File: src/rtl/comm_pkg.sv
// Shared Hamming(7,4) receive-path definitions: widths, burst length, FSM states
// and syndrome-to-position constants.
package comm_pkg;

   localparam int unsigned CW_W            = 7;
   localparam int unsigned NIB_W           = 4;
   localparam int unsigned NIBBLES_DEFAULT = 6;

   typedef enum logic {
      COLLECT,
      BURST
   } state_t;

   // Syndrome value equals the 1-based codeword position in error.
   localparam logic [2:0] SYN_P1 = 3'd1;
   localparam logic [2:0] SYN_P2 = 3'd2;
   localparam logic [2:0] SYN_D1 = 3'd3;
   localparam logic [2:0] SYN_P3 = 3'd4;
   localparam logic [2:0] SYN_D2 = 3'd5;
   localparam logic [2:0] SYN_D3 = 3'd6;
   localparam logic [2:0] SYN_D4 = 3'd7;

   // Data-bit flip mask {d1,d2,d3,d4}; a parity-position error leaves the data intact.
   function automatic logic [NIB_W-1:0] data_flip(input logic [2:0] syn);
      logic [NIB_W-1:0] mask;
      mask = '0;
      case (syn)
         SYN_D1:                 mask = 4'b1000;
         SYN_D2:                 mask = 4'b0100;
         SYN_D3:                 mask = 4'b0010;
         SYN_D4:                 mask = 4'b0001;
         SYN_P1, SYN_P2, SYN_P3: mask = 4'b0000;
         default:                mask = 4'b0000;
      endcase
      return mask;
   endfunction

endpackage

File: src/rtl/hamming74_decode.sv
// Combinational Hamming(7,4) single-error-correcting decoder.
// codeword[6] is position 1 (first received bit), codeword[0] is position 7.
module hamming74_decode
   import comm_pkg::*;
(
   input  logic [CW_W-1:0]  codeword,
   output logic [NIB_W-1:0] nibble_c,
   output logic             corrected_c
);

   logic [2:0] syn;

   always_comb begin
      syn         = '0;
      syn[0]      = codeword[6] ^ codeword[4] ^ codeword[2] ^ codeword[0];
      syn[1]      = codeword[5] ^ codeword[4] ^ codeword[1] ^ codeword[0];
      syn[2]      = codeword[3] ^ codeword[2] ^ codeword[1] ^ codeword[0];
      nibble_c    = {codeword[4], codeword[2], codeword[1], codeword[0]} ^ data_flip(syn);
      corrected_c = (syn != 3'd0);
   end

endmodule

File: src/rtl/hamming74_deframer.sv
// Frames a serial bitstream into Hamming(7,4) codewords, corrects them, and bursts
// six nibbles to the unbuffer. HAMMING_ERR_CNT_EN enables the corrected-codeword counter.
module hamming74_deframer
   import comm_pkg::*;
#(
   parameter int unsigned NIBBLES = NIBBLES_DEFAULT,
   parameter int unsigned ERR_W   = 16
) (
   input  logic             clk,
   input  logic             reset,
   input  logic             bit_in,
   input  logic             bit_valid,
   input  logic             sync_in,
   output logic [NIB_W-1:0] nibble_out,
   output logic             unbuf_en,
   output logic             corr_flag,
   output logic [ERR_W-1:0] err_count
);

   localparam int unsigned BIT_W = $clog2(CW_W);
   localparam int unsigned CNT_W = $clog2(NIBBLES + 1);

   state_t                        state;
   logic [BIT_W-1:0]              bit_cnt;
   logic [CW_W-2:0]               shift;
   logic [CNT_W-1:0]              nib_cnt;
   logic [CNT_W-1:0]              burst_idx;
   logic [NIBBLES-1:0][NIB_W-1:0] slots;
   logic [NIBBLES-1:0][NIB_W-1:0] burst;
   logic [NIB_W-1:0]              dec_nib;
   logic                          dec_corr;
   logic                          cw_done;

   // Decode the six stored bits plus the bit arriving this cycle.
   hamming74_decode u_dec (
      .codeword    ({shift, bit_in}),
      .nibble_c    (dec_nib),
      .corrected_c (dec_corr)
   );

   assign cw_done = bit_valid && !sync_in && (bit_cnt == BIT_W'(CW_W - 1));

   always_ff @(posedge clk or negedge reset) begin
      if (!reset) begin
         state      <= COLLECT;
         bit_cnt    <= '0;
         shift      <= '0;
         nib_cnt    <= '0;
         burst_idx  <= '0;
         slots      <= '0;
         burst      <= '0;
         nibble_out <= '0;
         unbuf_en   <= 1'b1;
         corr_flag  <= 1'b0;
      end else begin
         corr_flag <= 1'b0;

         // Burst runs off its own registers so collection can overlap it.
         if (state == BURST) begin
            if (burst_idx == CNT_W'(NIBBLES)) begin
               unbuf_en <= 1'b1;
               state    <= COLLECT;
            end else begin
               nibble_out <= burst[burst_idx];
               burst_idx  <= burst_idx + CNT_W'(1);
            end
         end

         if (bit_valid) begin
            if (sync_in) begin
               shift   <= (CW_W - 1)'(bit_in);
               bit_cnt <= BIT_W'(1);
               nib_cnt <= '0;
            end else if (cw_done) begin
               bit_cnt        <= '0;
               corr_flag      <= dec_corr;
               slots[nib_cnt] <= dec_nib;
               if (nib_cnt == CNT_W'(NIBBLES - 1)) begin
                  nib_cnt              <= '0;
                  burst                <= slots;
                  burst[NIBBLES-1]     <= dec_nib;
                  nibble_out           <= (NIBBLES == 1) ? dec_nib : slots[0];
                  unbuf_en             <= 1'b0;
                  burst_idx            <= CNT_W'(1);
                  state                <= BURST;
               end else begin
                  nib_cnt <= nib_cnt + CNT_W'(1);
               end
            end else begin
               shift   <= {shift[CW_W-3:0], bit_in};
               bit_cnt <= bit_cnt + BIT_W'(1);
            end
         end
      end
   end

`ifdef HAMMING_ERR_CNT_EN
   logic [ERR_W-1:0] err_q;

   // Saturating count of corrected codewords; cleared only by reset.
   always_ff @(posedge clk or negedge reset) begin
      if (!reset) begin
         err_q <= '0;
      end else if (corr_flag && (err_q != {ERR_W{1'b1}})) begin
         err_q <= err_q + ERR_W'(1);
      end
   end

   assign err_count = err_q;
`else
   assign err_count = '0;
`endif

endmodule

File: config.mk
export PLATFORM = sky130hd
export DESIGN_NAME = hamming74_deframer
export DESIGN_NICKNAME = d
export VERILOG_FILES = /design/src/rtl/comm_pkg.sv /design/src/rtl/hamming74_decode.sv /design/src/rtl/hamming74_deframer.sv
export SDC_FILE = /design/constraint.sdc
export NUM_CORES = 1
export LEC_CHECK = 0
export ABC_CLOCK_PERIOD_IN_PS = 2300
export CAP_MARGIN = 20
export CORE_ASPECT_RATIO = 0.5
export CORE_UTILIZATION = 25
export DETAILED_ROUTE_END_ITERATION = 8
export HOLD_SLACK_MARGIN = 0.05
export PLACE_DENSITY = 0.43
export SLEW_MARGIN = 20
export SYNTH_ARGS = -nofsm -noshare
export SYNTH_HDL_FRONTEND = slang
export SYNTH_SLANG_ARGS = --single-unit
File: constraint.sdc
create_clock -name clk -period 2.3 [get_ports clk]
set_input_delay 0.345 -clock clk [delete_from_list [all_inputs] [get_ports clk]]
set_output_delay 0.345 -clock clk [all_outputs]
set_load 0.02 [all_outputs]
Word-level counts from Yosys, hierarchy flattened

Cells that the tools add are included.

Add/sub/neg operators: 3
Multipliers: 0
Div/mod/pow operators: 0
Magnitude comparators: 3
Equal/unequal tests: 8
Shift operators: 0
Muxes and demuxes: 40
Bitwise logic cells: 11
Reductions and logical operators: 10

Operators with widths:

| operator                                                               | number |
|---|---|
| 3-bit two-way mux                                                      | 11 |
| 4-bit two-way mux                                                      | 8 |
| 24-bit bitwise mux                                                     | 1 |
| 3-bit == test (second input constant)                                  | 6 |
| 4-bit one-hot mux with 4 select lines                                  | 1 |
| 1-bit two-way mux                                                      | 15 |
| 4-bit binary-select mux with 3-bit select                              | 1 |
| 4-bit demux with 3-bit select                                          | 1 |
| 6-bit two-way mux                                                      | 2 |
| 3-bit by 1-bit adder with 3-bit output (second input constant)         | 3 |
| 1-bit XOR                                                              | 9 |
| 3-bit by 4-bit < comparator with 1-bit output (second input constant)  | 2 |
| 2-bit AND reduction                                                    | 2 |
| 4-bit AND reduction                                                    | 1 |
| 4-bit XOR                                                              | 1 |
| 3-bit by 2-bit == test with 1-bit output (second input constant)       | 1 |
| 3-bit by 1-bit >= comparator with 1-bit output (second input constant) | 1 |
| 1-bit logical AND                                                      | 3 |
| 3-bit AND reduction                                                    | 1 |
| 3-bit nonzero test                                                     | 1 |
| 2-bit != test (second input constant)                                  | 1 |
| 2-bit nonzero test                                                     | 1 |
| 1-bit logical NOT                                                      | 1 |
| 1-bit inverter                                                         | 1 |

Flip-flop bits (word level): 70
Latch bits: 0
Bits in writable memories: 0
Memory bits (read-only): 0
Input port bits: 5
Output and inout port bits: 22
Word-level logic and storage cells: 95
Memories: 0

Logic depth before layout (Yosys ltp)

Word-level depth: 8
Depth in mapped cells: 8
Gate-level depth less buffers: 7

Hierarchy

Synthesis repeated with hierarchy kept, for this count alone.

Cells, all modules: 327
Area total of the unflattened synthesis: 3402.0 sq um

By module, submodules not included:

| module             | instances | cells an instance | area each (sq um) | seq. area each (sq um) |
|---|---|---|---|---|
| hamming74_deframer | 1         | 283               | 3103.0            | 1652.8 |
| hamming74_decode   | 1         | 44                | 299.0             | 0.0 |

Worst setup path after synthesis

OpenSTA, ideal clock, no wires.

Path type: register to register
Start: reg bit_cnt[0]
End: reg slots[12] (netlist bit)
Library setup time: 0.125 ns
Arrival: 1.840 ns
Required time: 2.175 ns
Path slack: 0.336 ns
Cell stages (with the launch flop): 6
Buffers on the path: 0
Clock period less this slack: 1.964 ns
Cells stage by stage: dfrtp_1 inv_1 ha_1 nand4b_1 nor3_1 mux2_2

Longest elaborated chain between the ends: 3

Ends and longest elaborated chain:

| what                            | line                     | source |
|---|---|---|
| from (decl)                     | hamming74_deframer.sv:24 | `logic [BIT_W-1:0] bit_cnt;` |
| from (signal assigned)          | hamming74_deframer.sv:91 | `bit_cnt <= bit_cnt + BIT_W'(1);` |
| 3-bit == test                   | hamming74_deframer.sv:41 | `assign cw_done = bit_valid && !sync_in && (bit_cnt == BIT_W'(CW_W - 1));` |
| 1-bit logical AND               | hamming74_deframer.sv:41 |  |
| 3-bit AND reduction (no line)   | --                       |  |
| to (signal, indexed assignment) | hamming74_deframer.sv:77 | `slots[nib_cnt] <= dec_nib;` |
| to (decl)                       | hamming74_deframer.sv:28 | `logic [NIBBLES-1:0][NIB_W-1:0] slots;` |

No other way between the ends.
A chain may end at the register's enable or synchronous reset.

Worst setup path after layout

Start: reg shift[0]
End: reg slots[19] (netlist bit)

Longest elaborated chain between the ends: 6
Elaborated cells on any way between the ends: 11
Classes of those cells: eq/ne (4); mux (2); bitwise (5)

Ends and longest elaborated chain:

| what                                                                             | line                                           | source |
|---|---|---|
| from (decl)                                                                      | hamming74_deframer.sv:25                       | `logic [CW_W-2:0] shift;` |
| from (signal assigned)                                                           | hamming74_deframer.sv:71                       | `shift <= (CW_W - 1)'(bit_in);` |
| from (signal assigned)                                                           | hamming74_deframer.sv:90                       | `shift <= {shift[CW_W-3:0], bit_in};` |
| 1-bit XOR, on equally long branches (2 in series)                                | hamming74_decode.sv:16, hamming74_decode.sv:17 |  |
| 3-bit == test / 3-bit by 2-bit == test with 1-bit output (equally long branches) | comm_pkg.sv:27                                 | `case (syn)` |
| 4-bit one-hot mux with 4 select lines *                                          | comm_pkg.sv:27                                 |  |
| 4-bit XOR *                                                                      | hamming74_decode.sv:18                         | `nibble_c = {codeword[4], codeword[2], codeword[1], codeword[0]} ^ data_flip(syn);` |
| 24-bit bitwise mux *                                                             | hamming74_deframer.sv:77                       |  |

Mark *: on every way between the ends. The rest lies on a longest branch, timed or not.

==> results.md <==
- Sequential share of the synthesized area: 0.4303
- Hold Path Class: flip-flop to flip-flop
- EDFF count, synth: 0
- CP Max Fanout: 10
- Fin. max-slew vios: 0
- Outcome: completed
- Fraction of layout cells with a size suffix above 1: 0.1974
- R2r startpoint: shift[0]$_DFFE_PN0P_
- Setup slack at placement: -0.06728 ns
- Setup bufs post-CTS: 0
- Num CTS Buffers: 9
- Synth warn: 0
- Synth area leader: dfrtp_1
- CTS tree: yes
- Clk buf depth: 2
- Netlist cell types: 59
- Global-route wire length before repair: approximately 16,000 um
- Final hold violations: 0
- Final Cell Area: 4633 um2
- R2R setup slack: 0.16 ns
- Clock-pin slew on the worst setup and hold paths: 0.06 ns
- Unrepaired setup endpoints after global routing: false
- Placed instance area: 4310 um2
- Synth Flop Type: dfrtp_1
- Layout area overhead: 20.62%
- Starting density of the core: 0.2606
- Startpoint types: flip-flop
- Port Buffers: 10
- Mapped Area: 3841 um2
- Vias in the first global route: approximately 3,000
- Worst hold stages: 2
- Row cnt: 31
- Power per cell area: 682.4 nW/um2
- Setup TNS: 0 ns
- Root Driver: clkbuf_16
- Setup-failing EPs final: 0
- Clk_lat worst skew: 0.33 ns
- Fin crit period: 2.143 ns
- Top-area cell type share of the netlist area: 0.4235
- Reg2Reg Depth: 6
- Overflow left after global routing: 0
- Final nets: 460
- Fill count: between 1,500 and 2,000
- # clock sinks: 66
- Yosys reg bits: 66
- Antenna diodes: 0
- Overall power: 3162 uW
- WP data required: 2.51 ns
- Detailed placement HPWL: 6592 um
- Vias: 3,001
- Cells after DPL: 637
- Num ports: 27
- Die H: 89.65 um
- Max-cap viol count: 0
- Largest cells by area after synthesis: dfrtp_1 42%, nand2_1 7.5%, buf_4 3.5%
- Hold endpoint: burst[15]$_DFFE_PN0P_
- P_leak: 0.002132 uW
- GP Congestion: 0.7767
- Die Area: 15,890 um2
- Die Width: 177.3 um
- Syn avg cell area: roughly 9.1 um2
- Final Routed Wirelength: 9302 um
- Worst Setup Path Type: flip-flop to flip-flop
- Post-synth ARST share: 1.000
- Largest net degree at the start of global routing: 67
- H-tree levels: 3
- Pre-antenna DRT Iters: 4
- Peak VDD IR: about 0.00035 V
- Worst-margin pin slew: 0.5114 ns
- Overall routing resource usage: 0.1315
- Drt first-iter violations: around 190
- HP Start: burst[15]$_DFFE_PN0P_
- Worst setup margin: 0.1574 ns
- Crit path from: shift[0]$_DFFE_PN0P_
- Worst EP arrival: 2.35 ns
- Post-Layout Cell Count: 654
- Setup crit end kind: flip-flop
- DRC viols: 0
- DRT antenna net count: 0
- Skew final: 0.005685 ns
- Avg WL per Cell: 14.22 um
- Slew HR: 0.6591
- Reg-to-Reg End: slots[19]$_DFFE_PN0P_
- Final Cycle Share: 0.9316
- Core footprint: 14,740 um2
- Initial antenna violation count: 0
- Vias/cell: 4.589
- Achievable Freq: 0.4667 GHz
- Gate Count Post-Synth: between 400 and 500
[cells in the mapped netlist (3+ instances only)]
cell,number
nand2_1,77
dfrtp_1,65
nor2_1,32
nand3_1,19
buf_4,18
clkbuf_1,17
o21ai_0,17
mux2_2,12
nor3_1,12
inv_1,11
nor2b_1,11
o22ai_1,10
a21oi_1,9
a31oi_1,8
buf_2,7
and2_1,6
a211oi_1,5
a22oi_1,5
mux2i_1,5
o211ai_1,5
a21oi_2,4
and3_1,4
ha_1,4
mux4_2,4
and4b_1,3
nand4_1,3
nor4bb_1,3
[routing by layer]
| layer | GRT usage | part of all wire | vias up |
|---|---|---|---|
| met2 | 0.2085 | 0.43 | 65 |
| met4 | 0.04196 | 0.014 | 0 |
| li1 | - | - | 1509 |
| met1 | 0.1789 | 0.52 | 1416 |
| met5 | 0 | 0 | - |
| met3 | 0.03072 | 0.038 | 11 |
[what timing repair did]
item	4_1_cts	5_1_grt
endpoints found under the setup margin	0	17
endpoints found under the hold margin	18	0
hold buffers	1	0
resized for setup	0	2
[logic make-up (layout without fill, tap and decap cells)]
group	Yosys count	count (layout)	share of synthesized area
fa+ha+maj	4	4	0.01303
xor+xnor	8	8	0.02801
simple gates	189	189	0.2472
buf+inv	56	77	0.07850
mux	21	21	0.07166
compound gates	75	75	0.1303
flops	66	66	0.4303
other cells	1	16	0.0009763
[sequential cells by signal, summed over array words and instances (netlist names)]
register	flops
burst	24
slots	20
shift	6
nibble_out	4
bit_cnt	3
burst_idx	3
nib_cnt	3
corr_flag	1
state	1
unbuf_en	1
[stage by stage]
stage / utilization / hold slack [ns]
floorplan: - / 0.04941
global placement: 0.2924 / 0.4010
detailed placement: 0.2924 / 0.4024
CTS: 0.3138 / 0.4738
global route: 0.3143 / 0.5099
finish: 0.3143 / 0.4693
[how the worst max path moves through the flow]
stage	slack [ns]	end	cells after the start
after CTS	0.08	slots[19]$_DFFE_PN0P_	5
after floorplan	0.34	slots[12]$_DFFE_PN0P_	5
after detailed placement	-0.07	slots[16]$_DFFE_PN0P_	6
final	0.16	slots[19]$_DFFE_PN0P_	6
after global placement	-0.09	burst[20]$_DFFE_PN0P_	6
after global routing	0.04	slots[12]$_DFFE_PN0P_	5
[report_power, final]
| group | switching (uW) | internal (uW) | total (uW) |
|---|---|---|---|
| logic | 285 | 206 | 491 |
| clock network | 539 | 870 | 1410 |
| registers | 52.7 | 1210 | 1260 |
| total | 876 | 2290 | 3160 |
[worst max-delay path, stage by stage (launching register included)]
cell     delay, ns
dfrtp_1       0.51
xor2_2        0.26
buf_4         0.20
and4_4        0.18
or4_4         0.56
nor2_8        0.22
a21oi_2       0.07
[cell usage in the layout, fill, tap and decap left out, types with 3 or more instances in the layout]
cell type        netlist  final
clkbuf_16              0      9
conb_1                 1     16
clkdlybuf4s50_1        0      9
mux4_2                 4      4
nand2_1               77     77
nand4_1                3      3
and2_1                 6      6
nor4bb_1               3      3
nor2b_1               11     11
and3_1                 4      4
nand3_1               19     19
ha_1                   4      4
a22oi_1                5      5
buf_12                 0      3
dfrtp_1               65     64
and4b_1                3      3
a211oi_1               5      5
nor3_1                12     12
nor2_1                32     32
o21ai_0               17     17
o211ai_1               5      5
a21oi_2                4      4
buf_4                 18     36
a31oi_1                8      8
mux2i_1                5      5
mux2_2                12     12
a21oi_1                9      9
o22ai_1               10     10
inv_1                 11     11
[layout make-up]
cell class / count / area, um2 / area share
clock buffers: 10 / 239.0 / 0.05158
clock inverters: 6 / 65.06 / 0.01404
inverters: 11 / 41.29 / 0.008912
multi-input cells: 313 / 1951 / 0.4210
flip-flops and latches: 66 / 1654 / 0.3570
well taps: 198 / 247.7 / 0.05347
repair buffers: 50 / 435.4 / 0.09398
No activity file was read; power rests on OpenSTA's default activity.
